**src/rtl/mmio_axi_master_if.sv**
```systemverilog
// rtl/mmio_axi_master_if.sv - core MMIO request/response and AXI4-Lite bundle for mmio_axi_master
//
// Purpose: groups the core-side request/response handshake and the five
// AXI4-Lite channels into one interface.
// Modports:
//   master - view of mmio_axi_master (drives req_ready/resp_*, AXI valids, addresses, write data, rready/bready)
//   slave  - view of the core plus device register file (drives req_*, AXI readies, read data, responses)
`timescale 1ns/1ps
interface mmio_axi_master_if;
    logic        req_valid;
    logic        req_ready;
    logic        req_we;
    logic [31:0] req_addr;
    logic [31:0] req_wdata;
    logic [3:0]  req_wstrb;
    logic        resp_valid;
    logic [31:0] resp_rdata;
    logic        resp_err;

    logic [31:0] axi_araddr;
    logic        axi_arvalid;
    logic        axi_arready;
    logic [31:0] axi_rdata;
    logic [1:0]  axi_rresp;
    logic        axi_rvalid;
    logic        axi_rready;
    logic [31:0] axi_awaddr;
    logic        axi_awvalid;
    logic        axi_awready;
    logic [31:0] axi_wdata;
    logic [3:0]  axi_wstrb;
    logic        axi_wvalid;
    logic        axi_wready;
    logic [1:0]  axi_bresp;
    logic        axi_bvalid;
    logic        axi_bready;

    modport master (
        input  req_valid, req_we, req_addr, req_wdata, req_wstrb,
        output req_ready, resp_valid, resp_rdata, resp_err,
        output axi_araddr, axi_arvalid, input axi_arready,
        input  axi_rdata, axi_rresp, axi_rvalid, output axi_rready,
        output axi_awaddr, axi_awvalid, input axi_awready,
        output axi_wdata, axi_wstrb, axi_wvalid, input axi_wready,
        input  axi_bresp, axi_bvalid, output axi_bready
    );

    modport slave (
        output req_valid, req_we, req_addr, req_wdata, req_wstrb,
        input  req_ready, resp_valid, resp_rdata, resp_err,
        input  axi_araddr, axi_arvalid, output axi_arready,
        output axi_rdata, axi_rresp, axi_rvalid, input axi_rready,
        input  axi_awaddr, axi_awvalid, output axi_awready,
        input  axi_wdata, axi_wstrb, axi_wvalid, output axi_wready,
        output axi_bresp, axi_bvalid, input axi_bready
    );
endinterface

```
**src/rtl/mmio_axi_master.sv**
```systemverilog
// rtl/mmio_axi_master.sv - single-outstanding AXI4-Lite initiator for core MMIO loads/stores
//
// Purpose: accepts one 32-bit load/store at a time from the core and runs it
// as an AXI4-Lite read or write, returning a one-cycle resp_valid pulse with
// read data and an error flag. All outputs are registered.
// Ports:
//   clk  - clock
//   rstn - synchronous, active-low reset
//   bus  - mmio_axi_master_if.master (request/response + AR/R/AW/W/B channels)
// Optional feature: define AXI_TIMEOUT_EN to abort any phase stalled for
// TIMEOUT_CYCLES cycles (response with err=1, rdata=32'hFFFF_FFFF).
`timescale 1ns/1ps
module mmio_axi_master #(
    parameter int TIMEOUT_CYCLES = 1024
) (
    input  logic               clk,
    input  logic               rstn,
    mmio_axi_master_if.master  bus
);
    localparam logic [2:0] S_IDLE    = 3'd0;
    localparam logic [2:0] S_RD_ADDR = 3'd1;
    localparam logic [2:0] S_RD_DATA = 3'd2;
    localparam logic [2:0] S_WR_REQ  = 3'd3;
    localparam logic [2:0] S_WR_RESP = 3'd4;

    logic [2:0]  state_q, state_d;
    logic        req_ready_q, req_ready_d;
    logic        resp_valid_q, resp_valid_d;
    logic [31:0] resp_rdata_q, resp_rdata_d;
    logic        resp_err_q, resp_err_d;
    logic [31:0] araddr_q, araddr_d;
    logic        arvalid_q, arvalid_d;
    logic        rready_q, rready_d;
    logic [31:0] awaddr_q, awaddr_d;
    logic        awvalid_q, awvalid_d;
    logic [31:0] wdata_q, wdata_d;
    logic [3:0]  wstrb_q, wstrb_d;
    logic        wvalid_q, wvalid_d;
    logic        bready_q, bready_d;
    logic        aw_done_q, aw_done_d;
    logic        w_done_q, w_done_d;
    logic        aw_hs, w_hs;

`ifdef AXI_TIMEOUT_EN
    localparam logic [15:0] TMO_LAST = 16'(TIMEOUT_CYCLES - 1);
    logic [15:0] tmo_q, tmo_d;
`else
    logic [15:0] unused_timeout_cycles;
    assign unused_timeout_cycles = 16'(TIMEOUT_CYCLES);
`endif

    assign aw_hs = awvalid_q & bus.axi_awready;
    assign w_hs  = wvalid_q & bus.axi_wready;

    always_comb begin
        state_d      = state_q;
        req_ready_d  = req_ready_q;
        resp_valid_d = 1'b0;
        resp_rdata_d = resp_rdata_q;
        resp_err_d   = resp_err_q;
        araddr_d     = araddr_q;
        arvalid_d    = arvalid_q;
        rready_d     = rready_q;
        awaddr_d     = awaddr_q;
        awvalid_d    = awvalid_q;
        wdata_d      = wdata_q;
        wstrb_d      = wstrb_q;
        wvalid_d     = wvalid_q;
        bready_d     = bready_q;
        aw_done_d    = aw_done_q;
        w_done_d     = w_done_q;
        case (state_q)
            S_IDLE: begin
                if (bus.req_valid && req_ready_q) begin
                    req_ready_d = 1'b0;
                    if (bus.req_we) begin
                        awaddr_d  = bus.req_addr;
                        wdata_d   = bus.req_wdata;
                        wstrb_d   = bus.req_wstrb;
                        awvalid_d = 1'b1;
                        wvalid_d  = 1'b1;
                        aw_done_d = 1'b0;
                        w_done_d  = 1'b0;
                        state_d   = S_WR_REQ;
                    end else begin
                        araddr_d  = bus.req_addr;
                        arvalid_d = 1'b1;
                        state_d   = S_RD_ADDR;
                    end
                end
            end
            S_RD_ADDR: begin
                if (arvalid_q && bus.axi_arready) begin
                    arvalid_d = 1'b0;
                    rready_d  = 1'b1;
                    state_d   = S_RD_DATA;
                end
            end
            S_RD_DATA: begin
                if (rready_q && bus.axi_rvalid) begin
                    rready_d     = 1'b0;
                    resp_rdata_d = bus.axi_rdata;
                    resp_err_d   = (bus.axi_rresp != 2'b00);
                    resp_valid_d = 1'b1;
                    req_ready_d  = 1'b1;
                    state_d      = S_IDLE;
                end
            end
            S_WR_REQ: begin
                if (aw_hs) begin
                    awvalid_d = 1'b0;
                    aw_done_d = 1'b1;
                end
                if (w_hs) begin
                    wvalid_d = 1'b0;
                    w_done_d = 1'b1;
                end
                // Use this cycle's handshakes too, so a last phase finishing
                // in the same cycle moves straight on to the B phase.
                if ((aw_done_q || aw_hs) && (w_done_q || w_hs)) begin
                    bready_d = 1'b1;
                    state_d  = S_WR_RESP;
                end
            end
            S_WR_RESP: begin
                if (bready_q && bus.axi_bvalid) begin
                    bready_d     = 1'b0;
                    resp_rdata_d = 32'h0;
                    resp_err_d   = (bus.axi_bresp != 2'b00);
                    resp_valid_d = 1'b1;
                    req_ready_d  = 1'b1;
                    state_d      = S_IDLE;
                end
            end
            default: state_d = S_IDLE;
        endcase

`ifdef AXI_TIMEOUT_EN
        // A handshake that lands on the last allowed cycle still wins: the
        // abort only fires when the phase made no progress.
        tmo_d = tmo_q + 16'd1;
        if (state_q == S_IDLE || state_d != state_q) begin
            tmo_d = 16'd0;
        end else if (tmo_q == TMO_LAST) begin
            arvalid_d    = 1'b0;
            rready_d     = 1'b0;
            awvalid_d    = 1'b0;
            wvalid_d     = 1'b0;
            bready_d     = 1'b0;
            resp_valid_d = 1'b1;
            resp_err_d   = 1'b1;
            resp_rdata_d = 32'hFFFF_FFFF;
            req_ready_d  = 1'b1;
            state_d      = S_IDLE;
            tmo_d        = 16'd0;
        end
`endif
    end

    always_ff @(posedge clk) begin
        if (!rstn) begin
            state_q      <= S_IDLE;
            req_ready_q  <= 1'b1;
            resp_valid_q <= 1'b0;
            resp_rdata_q <= 32'h0;
            resp_err_q   <= 1'b0;
            araddr_q     <= 32'h0;
            arvalid_q    <= 1'b0;
            rready_q     <= 1'b0;
            awaddr_q     <= 32'h0;
            awvalid_q    <= 1'b0;
            wdata_q      <= 32'h0;
            wstrb_q      <= 4'h0;
            wvalid_q     <= 1'b0;
            bready_q     <= 1'b0;
            aw_done_q    <= 1'b0;
            w_done_q     <= 1'b0;
        end else begin
            state_q      <= state_d;
            req_ready_q  <= req_ready_d;
            resp_valid_q <= resp_valid_d;
            resp_rdata_q <= resp_rdata_d;
            resp_err_q   <= resp_err_d;
            araddr_q     <= araddr_d;
            arvalid_q    <= arvalid_d;
            rready_q     <= rready_d;
            awaddr_q     <= awaddr_d;
            awvalid_q    <= awvalid_d;
            wdata_q      <= wdata_d;
            wstrb_q      <= wstrb_d;
            wvalid_q     <= wvalid_d;
            bready_q     <= bready_d;
            aw_done_q    <= aw_done_d;
            w_done_q     <= w_done_d;
        end
    end

`ifdef AXI_TIMEOUT_EN
    always_ff @(posedge clk) begin
        if (!rstn) tmo_q <= 16'd0;
        else       tmo_q <= tmo_d;
    end
`endif

    assign bus.req_ready   = req_ready_q;
    assign bus.resp_valid  = resp_valid_q;
    assign bus.resp_rdata  = resp_rdata_q;
    assign bus.resp_err    = resp_err_q;
    assign bus.axi_araddr  = araddr_q;
    assign bus.axi_arvalid = arvalid_q;
    assign bus.axi_rready  = rready_q;
    assign bus.axi_awaddr  = awaddr_q;
    assign bus.axi_awvalid = awvalid_q;
    assign bus.axi_wdata   = wdata_q;
    assign bus.axi_wstrb   = wstrb_q;
    assign bus.axi_wvalid  = wvalid_q;
    assign bus.axi_bready  = bready_q;
endmodule

```
**src/flat_wrapper.sv**
```systemverilog
// flat-port wrapper written by rule: the top's interface ports become plain ports
module mmio_axi_master_flat 
#(
    parameter int TIMEOUT_CYCLES = 1024
)
  (clk, rstn, bus_req_valid, bus_req_we, bus_req_addr, bus_req_wdata, bus_req_wstrb, bus_req_ready, bus_resp_valid, bus_resp_rdata, bus_resp_err, bus_axi_araddr, bus_axi_arvalid, bus_axi_arready, bus_axi_rdata, bus_axi_rresp, bus_axi_rvalid, bus_axi_rready, bus_axi_awaddr, bus_axi_awvalid, bus_axi_awready, bus_axi_wdata, bus_axi_wstrb, bus_axi_wvalid, bus_axi_wready, bus_axi_bresp, bus_axi_bvalid, bus_axi_bready);
  mmio_axi_master_if bus_i ();
  input  logic clk;
  input  logic rstn;
  input wire logic [$bits(bus_i.req_valid)-1:0] bus_req_valid;
  input wire logic [$bits(bus_i.req_we)-1:0] bus_req_we;
  input wire logic [$bits(bus_i.req_addr)-1:0] bus_req_addr;
  input wire logic [$bits(bus_i.req_wdata)-1:0] bus_req_wdata;
  input wire logic [$bits(bus_i.req_wstrb)-1:0] bus_req_wstrb;
  output wire logic [$bits(bus_i.req_ready)-1:0] bus_req_ready;
  output wire logic [$bits(bus_i.resp_valid)-1:0] bus_resp_valid;
  output wire logic [$bits(bus_i.resp_rdata)-1:0] bus_resp_rdata;
  output wire logic [$bits(bus_i.resp_err)-1:0] bus_resp_err;
  output wire logic [$bits(bus_i.axi_araddr)-1:0] bus_axi_araddr;
  output wire logic [$bits(bus_i.axi_arvalid)-1:0] bus_axi_arvalid;
  input wire logic [$bits(bus_i.axi_arready)-1:0] bus_axi_arready;
  input wire logic [$bits(bus_i.axi_rdata)-1:0] bus_axi_rdata;
  input wire logic [$bits(bus_i.axi_rresp)-1:0] bus_axi_rresp;
  input wire logic [$bits(bus_i.axi_rvalid)-1:0] bus_axi_rvalid;
  output wire logic [$bits(bus_i.axi_rready)-1:0] bus_axi_rready;
  output wire logic [$bits(bus_i.axi_awaddr)-1:0] bus_axi_awaddr;
  output wire logic [$bits(bus_i.axi_awvalid)-1:0] bus_axi_awvalid;
  input wire logic [$bits(bus_i.axi_awready)-1:0] bus_axi_awready;
  output wire logic [$bits(bus_i.axi_wdata)-1:0] bus_axi_wdata;
  output wire logic [$bits(bus_i.axi_wstrb)-1:0] bus_axi_wstrb;
  output wire logic [$bits(bus_i.axi_wvalid)-1:0] bus_axi_wvalid;
  input wire logic [$bits(bus_i.axi_wready)-1:0] bus_axi_wready;
  input wire logic [$bits(bus_i.axi_bresp)-1:0] bus_axi_bresp;
  input wire logic [$bits(bus_i.axi_bvalid)-1:0] bus_axi_bvalid;
  output wire logic [$bits(bus_i.axi_bready)-1:0] bus_axi_bready;
  assign bus_i.req_valid = bus_req_valid;
  assign bus_i.req_we = bus_req_we;
  assign bus_i.req_addr = bus_req_addr;
  assign bus_i.req_wdata = bus_req_wdata;
  assign bus_i.req_wstrb = bus_req_wstrb;
  assign bus_req_ready = bus_i.req_ready;
  assign bus_resp_valid = bus_i.resp_valid;
  assign bus_resp_rdata = bus_i.resp_rdata;
  assign bus_resp_err = bus_i.resp_err;
  assign bus_axi_araddr = bus_i.axi_araddr;
  assign bus_axi_arvalid = bus_i.axi_arvalid;
  assign bus_i.axi_arready = bus_axi_arready;
  assign bus_i.axi_rdata = bus_axi_rdata;
  assign bus_i.axi_rresp = bus_axi_rresp;
  assign bus_i.axi_rvalid = bus_axi_rvalid;
  assign bus_axi_rready = bus_i.axi_rready;
  assign bus_axi_awaddr = bus_i.axi_awaddr;
  assign bus_axi_awvalid = bus_i.axi_awvalid;
  assign bus_i.axi_awready = bus_axi_awready;
  assign bus_axi_wdata = bus_i.axi_wdata;
  assign bus_axi_wstrb = bus_i.axi_wstrb;
  assign bus_axi_wvalid = bus_i.axi_wvalid;
  assign bus_i.axi_wready = bus_axi_wready;
  assign bus_i.axi_bresp = bus_axi_bresp;
  assign bus_i.axi_bvalid = bus_axi_bvalid;
  assign bus_axi_bready = bus_i.axi_bready;
  mmio_axi_master #(.TIMEOUT_CYCLES(TIMEOUT_CYCLES)) u_core (.clk(clk), .rstn(rstn), .bus(bus_i));
endmodule
```
**config.mk**
```make
export PLATFORM = sky130hd
export DESIGN_NAME = mmio_axi_master_flat
export DESIGN_NICKNAME = d
export VERILOG_FILES = /design/src/rtl/mmio_axi_master_if.sv /design/src/rtl/mmio_axi_master.sv /design/src/flat_wrapper.sv
export SDC_FILE = /design/constraint.sdc
export NUM_CORES = 1
export LEC_CHECK = 0
export BUFFER_PORTS_ARGS = -buffer_cell sky130_fd_sc_hd__buf_2
export CAP_MARGIN = 0
export CORE_MARGIN = 2
export CORE_UTILIZATION = 30
export CTS_CLUSTER_SIZE = 12
export DETAILED_ROUTE_END_ITERATION = 16
export GPL_ROUTABILITY_DRIVEN = 1
export HOLD_SLACK_MARGIN = 0.02
export PLACE_DENSITY_LB_ADDON = 0.25
export SKIP_CTS_REPAIR_TIMING = 1
export SLEW_MARGIN = 10
export SYNTH_ARGS = -nofsm -noshare
export SYNTH_HDL_FRONTEND = slang
export SYNTH_SLANG_ARGS = --single-unit
export TNS_END_PERCENT = 20
```
**constraint.sdc**
```tcl
create_clock -name clk -period 1.8 [get_ports clk]
set_input_delay 0.09 -clock clk [delete_from_list [all_inputs] [get_ports clk]]
set_output_delay 0.09 -clock clk [all_outputs]
set_load 0.01 [all_outputs]
```
-- After elaboration in Yosys (flattened, before gate mapping)
Cells that the tools add are included.
- bits in writable memories: 0
- input bits: 113
- memories: 0
- latch bits: 0
- output and inout bits: 140
- register bits: 145
- memory bits (read-only): 0
- logic and storage cells: 100
- multipliers: 0
- equality and inequality tests: 13
- shifts and indexed selects: 0
- reduce and logical (&&, ||, !) cells: 26
- $lt $le $gt $ge: 0
- muxes and demuxes: 42
- bitwise operators: 3
- div/mod/pow operators: 0
- add/subtract/negate cells: 0
- operators with widths (operator ; number):
    2-to-1 mux 32 bit ; 2
    one-hot mux 32 bit (2 select lines) ; 1
    2-to-1 mux 1 bit ; 22
    one-hot mux 1 bit (2 select lines) ; 9
    AND reduction 4 bit ; 4
    2-to-1 mux 3 bit ; 5
    one-hot mux 3 bit (5 select lines) ; 1
    AND reduction 3 bit ; 5
    inequality test 2 x 1 -> 1 bit (second input constant) ; 7
    nonzero test 2 bit ; 7
    == test 3 x 2 -> 1 bit (second input constant) ; 2
    logical AND 1 bit ; 5
    AND reduction 5 bit ; 1
    inequality test 2 bit (second input constant) ; 2
    == test 3 x 1 -> 1 bit (second input constant) ; 1
    == test 3 bit (second input constant) ; 1
    zero test 3 bit ; 1
    one-hot mux 1 bit (3 select lines) ; 1
    nonzero test 3 bit ; 1
    AND 1 bit ; 2
    logical OR 1 bit ; 2
    2-to-1 mux 2 bit ; 1
    NOT 1 bit ; 1

-- Logic depth before layout (Yosys ltp)
- depth in word-level cells: 5
- gate-level depth with buffers: 8
- gate-level depth less buffers: 4

-- Worst setup path after synthesis
No wires, ideal clock.
- path type: reg2reg
- start point: register u_core.state_q[2]
- end point: register u_core.araddr_q[17], in the netlist u_core.bus.axi_araddr[17]
- required time: 1.734 ns
- setup slack: 0.252 ns
- cell stages (with the launch flop): 7
- path buffers: 2
- arrival time: 1.482 ns
- setup time: 0.066 ns
- cell sequence: dfxtp_1 -> buf_4 -> or3_4 -> nor3b_4 -> buf_6 -> nand2_1 -> a21boi_2
- word-level cells in the longest chain between the ends: 2
- ends and longest elaborated chain (element ; RTL line ; RTL):
    from (decl) ; mmio_axi_master.sv:26 ; logic [2:0] state_q, state_d;
    from (signal assigned) ; mmio_axi_master.sv:179 ; state_q <= state_d;
    zero test 3 bit ; mmio_axi_master.sv:72 ; case (state_q)
    AND reduction 3 bit (no source line) ; - ;
    to (signal assigned) ; mmio_axi_master.sv:184 ; araddr_q <= araddr_d;
    to (decl) ; mmio_axi_master.sv:31 ; logic [31:0] araddr_q, araddr_d;
Every way passes these cells.
A chain may end at the register's enable or synchronous reset.

-- Worst setup path in the final report
- start point: register u_core.state_q[0]
- end point: register u_core.resp_rdata_q[7], in the netlist u_core.bus.resp_rdata[7]
- word-level cells in the longest chain between the ends: 3
- elaborated cells on any way between the ends: 7
- those cells by class: eq/ne: 4; mux: 1; reduce/logical: 2
- ends and longest elaborated chain (element ; RTL line ; RTL):
    == test 3 bit / == test 3 x 2 -> 1 bit (equally long branches) ; mmio_axi_master.sv:72 ;
    inequality test 2 x 1 -> 1 bit (no source line) / nonzero test 2 bit (equally long branches) ; - ;
    AND reduction 3 bit (no source line) ; - ;
    to (signal assigned) ; mmio_axi_master.sv:182 ; resp_rdata_q <= resp_rdata_d;
    to (decl) ; mmio_axi_master.sv:29 ; logic [31:0] resp_rdata_q, resp_rdata_d;
Parallel ways exist; a longest one is shown, timed or not.

==> results.yml <==
route:
  vias_per_cell: 4.39
  wirelength_um: 17500
  antenna_left: 0
  drt_iter0_drc: 158
  vias: 5587
  wl_per_cell_um: 13.8
  dr.pass1.iters: 4
  drc: 0
worst_setup_path:
  critical_path.max_stage_delay_ps: 500
  rrSetupSlack_ps: 160
  critical-path-top-delay-family: "flip-flops"
  cp_cell_sequence: "and4bb_2 -> a32oi_2 -> buf_12 -> nand2_1 -> a21boi_0"
  cp.required_ps: 2120
  worstPathArrival_ps: 1970
  crit_fanout: 35
  crit_type: "flop to flop"
  endpoint_kind: "flop"
  cp_slowest_cell: "dfxtp_1"
  path_buf_inv: 1
  start_kind: "flop"
floorplanning:
  die_area_um2: 20600
  ioPinCount: 253
  die_y_um: 143
  start_util: 0.303
  die_w_um: 143
  row_count: 51
  core_um2: 19300
synth:
  synth-seq-cells: 145
  seq_area_frac_synth: 0.498
  synth.avg_cell_area_um2: 8.85
  ys.warnings.count: 0
  synth_top_family_by_area: "simple AND/OR/NAND/NOR gates"
  yosys-mux-area-fraction: 0.00343
  synth.cell_area_um2: 5830
  synthSimpleGateAreaFrac: 0.236
  yosys.area_share.adder: 0
  synth_compound_area_frac: 0.218
  synthCells: 659
  ys_types: 41
  synthXorXnorAreaFrac: 0
  syn-num-nets: 772
power:
  combPwrFrac: 0.210
  pwr-share-seq: 0.415
  vdd.ir_drop.worst_v: 0.000634
  pwr-share-clk: 0.376
  switching_power_mw: 2.65
  p_per_area_nw_per_um2: 981
  p_sw_frac: 0.300
  intPower_mw: 6.17
  power_leakage_nw: 3.83
final_layout:
  final_cell_area_um2: 8990
  finalNonFillerCells: 1272
  final_common_cell: "buf_2"
  fillers: 1908
  area_delta_synth_final_pct: 54.1
  layout_common_cells: "buf_2 (251), nand2_1 (238), dfxtp_1 (144)"
  seqCellArea_um2: 2900
  multi_input_area_um2: 2680
  drive_gt1_frac: 0.339
  nets: 1106
clock_tree:
  cts_sinks: 145
  cts_tree: "done"
  numCtsBuffers: 17
  clockBufferDepth: 2
  root_buffer: "clkbuf_16"
  clkTransAtPathRegs_ps: 60
  htree_levels: 4
  clk-insertion-delay-late_ps: 420
flow_run:
  drv_cap: 0
timing:
  setup-violations-final: 0
  maxSlewViolCount: 0
  hold_viol_final: 0
  fin_crit_ps: 1640
  whs_ps: 49.8
  worst_slew_pin_slew_ps: 426
  maxSlewHeadroom: 0.713
  setup_tns_ps: 0
  max_freq_mhz: 608
  skew_ps: 11.2
  period_share: 0.914
  rsz0062_at_grt: "no"
global_route:
  first_global_vias: 5069
  grt_max_degree: 67
  grt_usage: 0.160
  antenna_found_initial: 0
  grt-ovfl-total: 0
  grt_pass1_wl_um: 26200
placement:
  place_area_um2: 7420
  place_inst: 1139
  port_buffers: 252
  hpwl_um: 11400
  gp_congestion: 0.744
worst_hold_path:
  hold_path.class: "input port to flop"
run_status:
  status: "completed"
-- routing by layer --
| layer | share of wire | vias to the layer above | global-route usage |
|---|---|---|---|
| met5 | 0 | - | 0 |
| met1 | 0.44 | 2551 | 0.198 |
| met4 | 0.010 | 0 | 0.0459 |
| met2 | 0.49 | 160 | 0.262 |
| li1 | - | 2869 | - |
| met3 | 0.063 | 7 | 0.0570 |
-- Yosys cell counts --
library cell | n | share of area
nand2b_1 | 1 | 0.0011
o221a_2 | 1 | 0.0019
a21o_1 | 1 | 0.0013
a21boi_2 | 29 | 0.056
nor3_1 | 3 | 0.0026
o31ai_1 | 3 | 0.0039
nor3b_2 | 1 | 0.0021
a21oi_1 | 4 | 0.0034
o211ai_1 | 1 | 0.0013
and2b_1 | 1 | 0.0013
nand4_1 | 1 | 0.0011
o211a_1 | 2 | 0.0034
a32oi_2 | 1 | 0.0028
clkbuf_1 | 37 | 0.024
nand3b_1 | 3 | 0.0039
or3_4 | 1 | 0.0019
and4bb_2 | 1 | 0.0021
a22oi_1 | 1 | 0.0013
nand2_1 | 238 | 0.15
and3_1 | 2 | 0.0021
nand3_1 | 2 | 0.0017
buf_4 | 2 | 0.0026
dfxtp_1 | 145 | 0.50
o311ai_0 | 1 | 0.0015
nor2_1 | 6 | 0.0039
buf_2 | 12 | 0.010
nor3b_4 | 1 | 0.0032
and2_1 | 3 | 0.0032
inv_1 | 3 | 0.0019
a22o_1 | 1 | 0.0015
a21boi_0 | 96 | 0.12
buf_6 | 3 | 0.0058
buf_1 | 1 | 0.00064
nand4b_1 | 32 | 0.048
nor3b_1 | 2 | 0.0026
o21ai_0 | 1 | 0.00086
a31oi_1 | 1 | 0.0011
mux2i_1 | 2 | 0.0034
nor2b_1 | 2 | 0.0021
o21a_1 | 1 | 0.0013
a21boi_1 | 10 | 0.013
-- worst paths after layout --
path,startpoint,endpoint,cells after the start
hold / removal,rstn,u_core.bus.req_ready$_SDFFE_PN1P_,2
hold reg to reg,u_core.bus.axi_wdata[11]$_SDFFE_PN0P_,u_core.bus.axi_wdata[11]$_SDFFE_PN0P_,2
setup / recovery,u_core.state_q[0]$_SDFFE_PN0P_,u_core.bus.resp_rdata[7]$_SDFFE_PN0P_,5
setup reg to reg,u_core.state_q[0]$_SDFFE_PN0P_,u_core.bus.resp_rdata[7]$_SDFFE_PN0P_,5
-- flip-flops by register name (all words and copies together) (netlist names), 3 cells and up --
signal	count
u_core.bus.axi_araddr	32
u_core.state_q	3
u_core.bus.resp_rdata	32
u_core.bus.axi_awaddr	32
u_core.bus.axi_wstrb	4
u_core.bus.axi_wdata	32
-- cell type report --
cell class / count / share of cell area
Multi-Input combinational cell: 456 / 0.298
Inverter: 3 / 0.00125
Antenna cell: 1 / 0.000278
Clock buffer: 18 / 0.0489
Sequential cell: 145 / 0.323
Clock inverter: 14 / 0.0134
Tap cell: 265 / 0.0369
Timing Repair Buffer: 370 / 0.278
-- metrics by stage --
stage	power, mW	util	setup WS [ps]
after floorplan	4.69	-	252
after global placement	5.41	0.385	214
after detailed placement	5.43	0.385	136
after CTS	8.80	0.414	127
after global routing	9.35	0.466	46.5
final	8.82	0.466	155
-- cells by family after synthesis --
group / after synthesis
and+or+nand+nor: 300
AOI/OAI and AO/OA: 154
DFF: 145
buffers and inverters: 58
muxes: 2
-- worst register-to-register path, stage by stage (launching register included) --
cell      delay [ps]
dfxtp_1          500
and4bb_2         330
a32oi_2          210
buf_12           240
nand2_1           90
a21boi_0         190
-- power groups by stage --
stage | Clock, mW | Sequential (mW) | Combinational, mW
after CTS | 3.44 | 3.65 | 1.71
after floorplan | 0 | 3.80 | 0.885
after global placement | 0 | 3.72 | 1.70
after detailed placement | 0 | 3.73 | 1.70
after global routing | 3.60 | 3.70 | 2.06
final | 3.31 | 3.66 | 1.85
No activity file was read; power rests on OpenSTA's default activity.
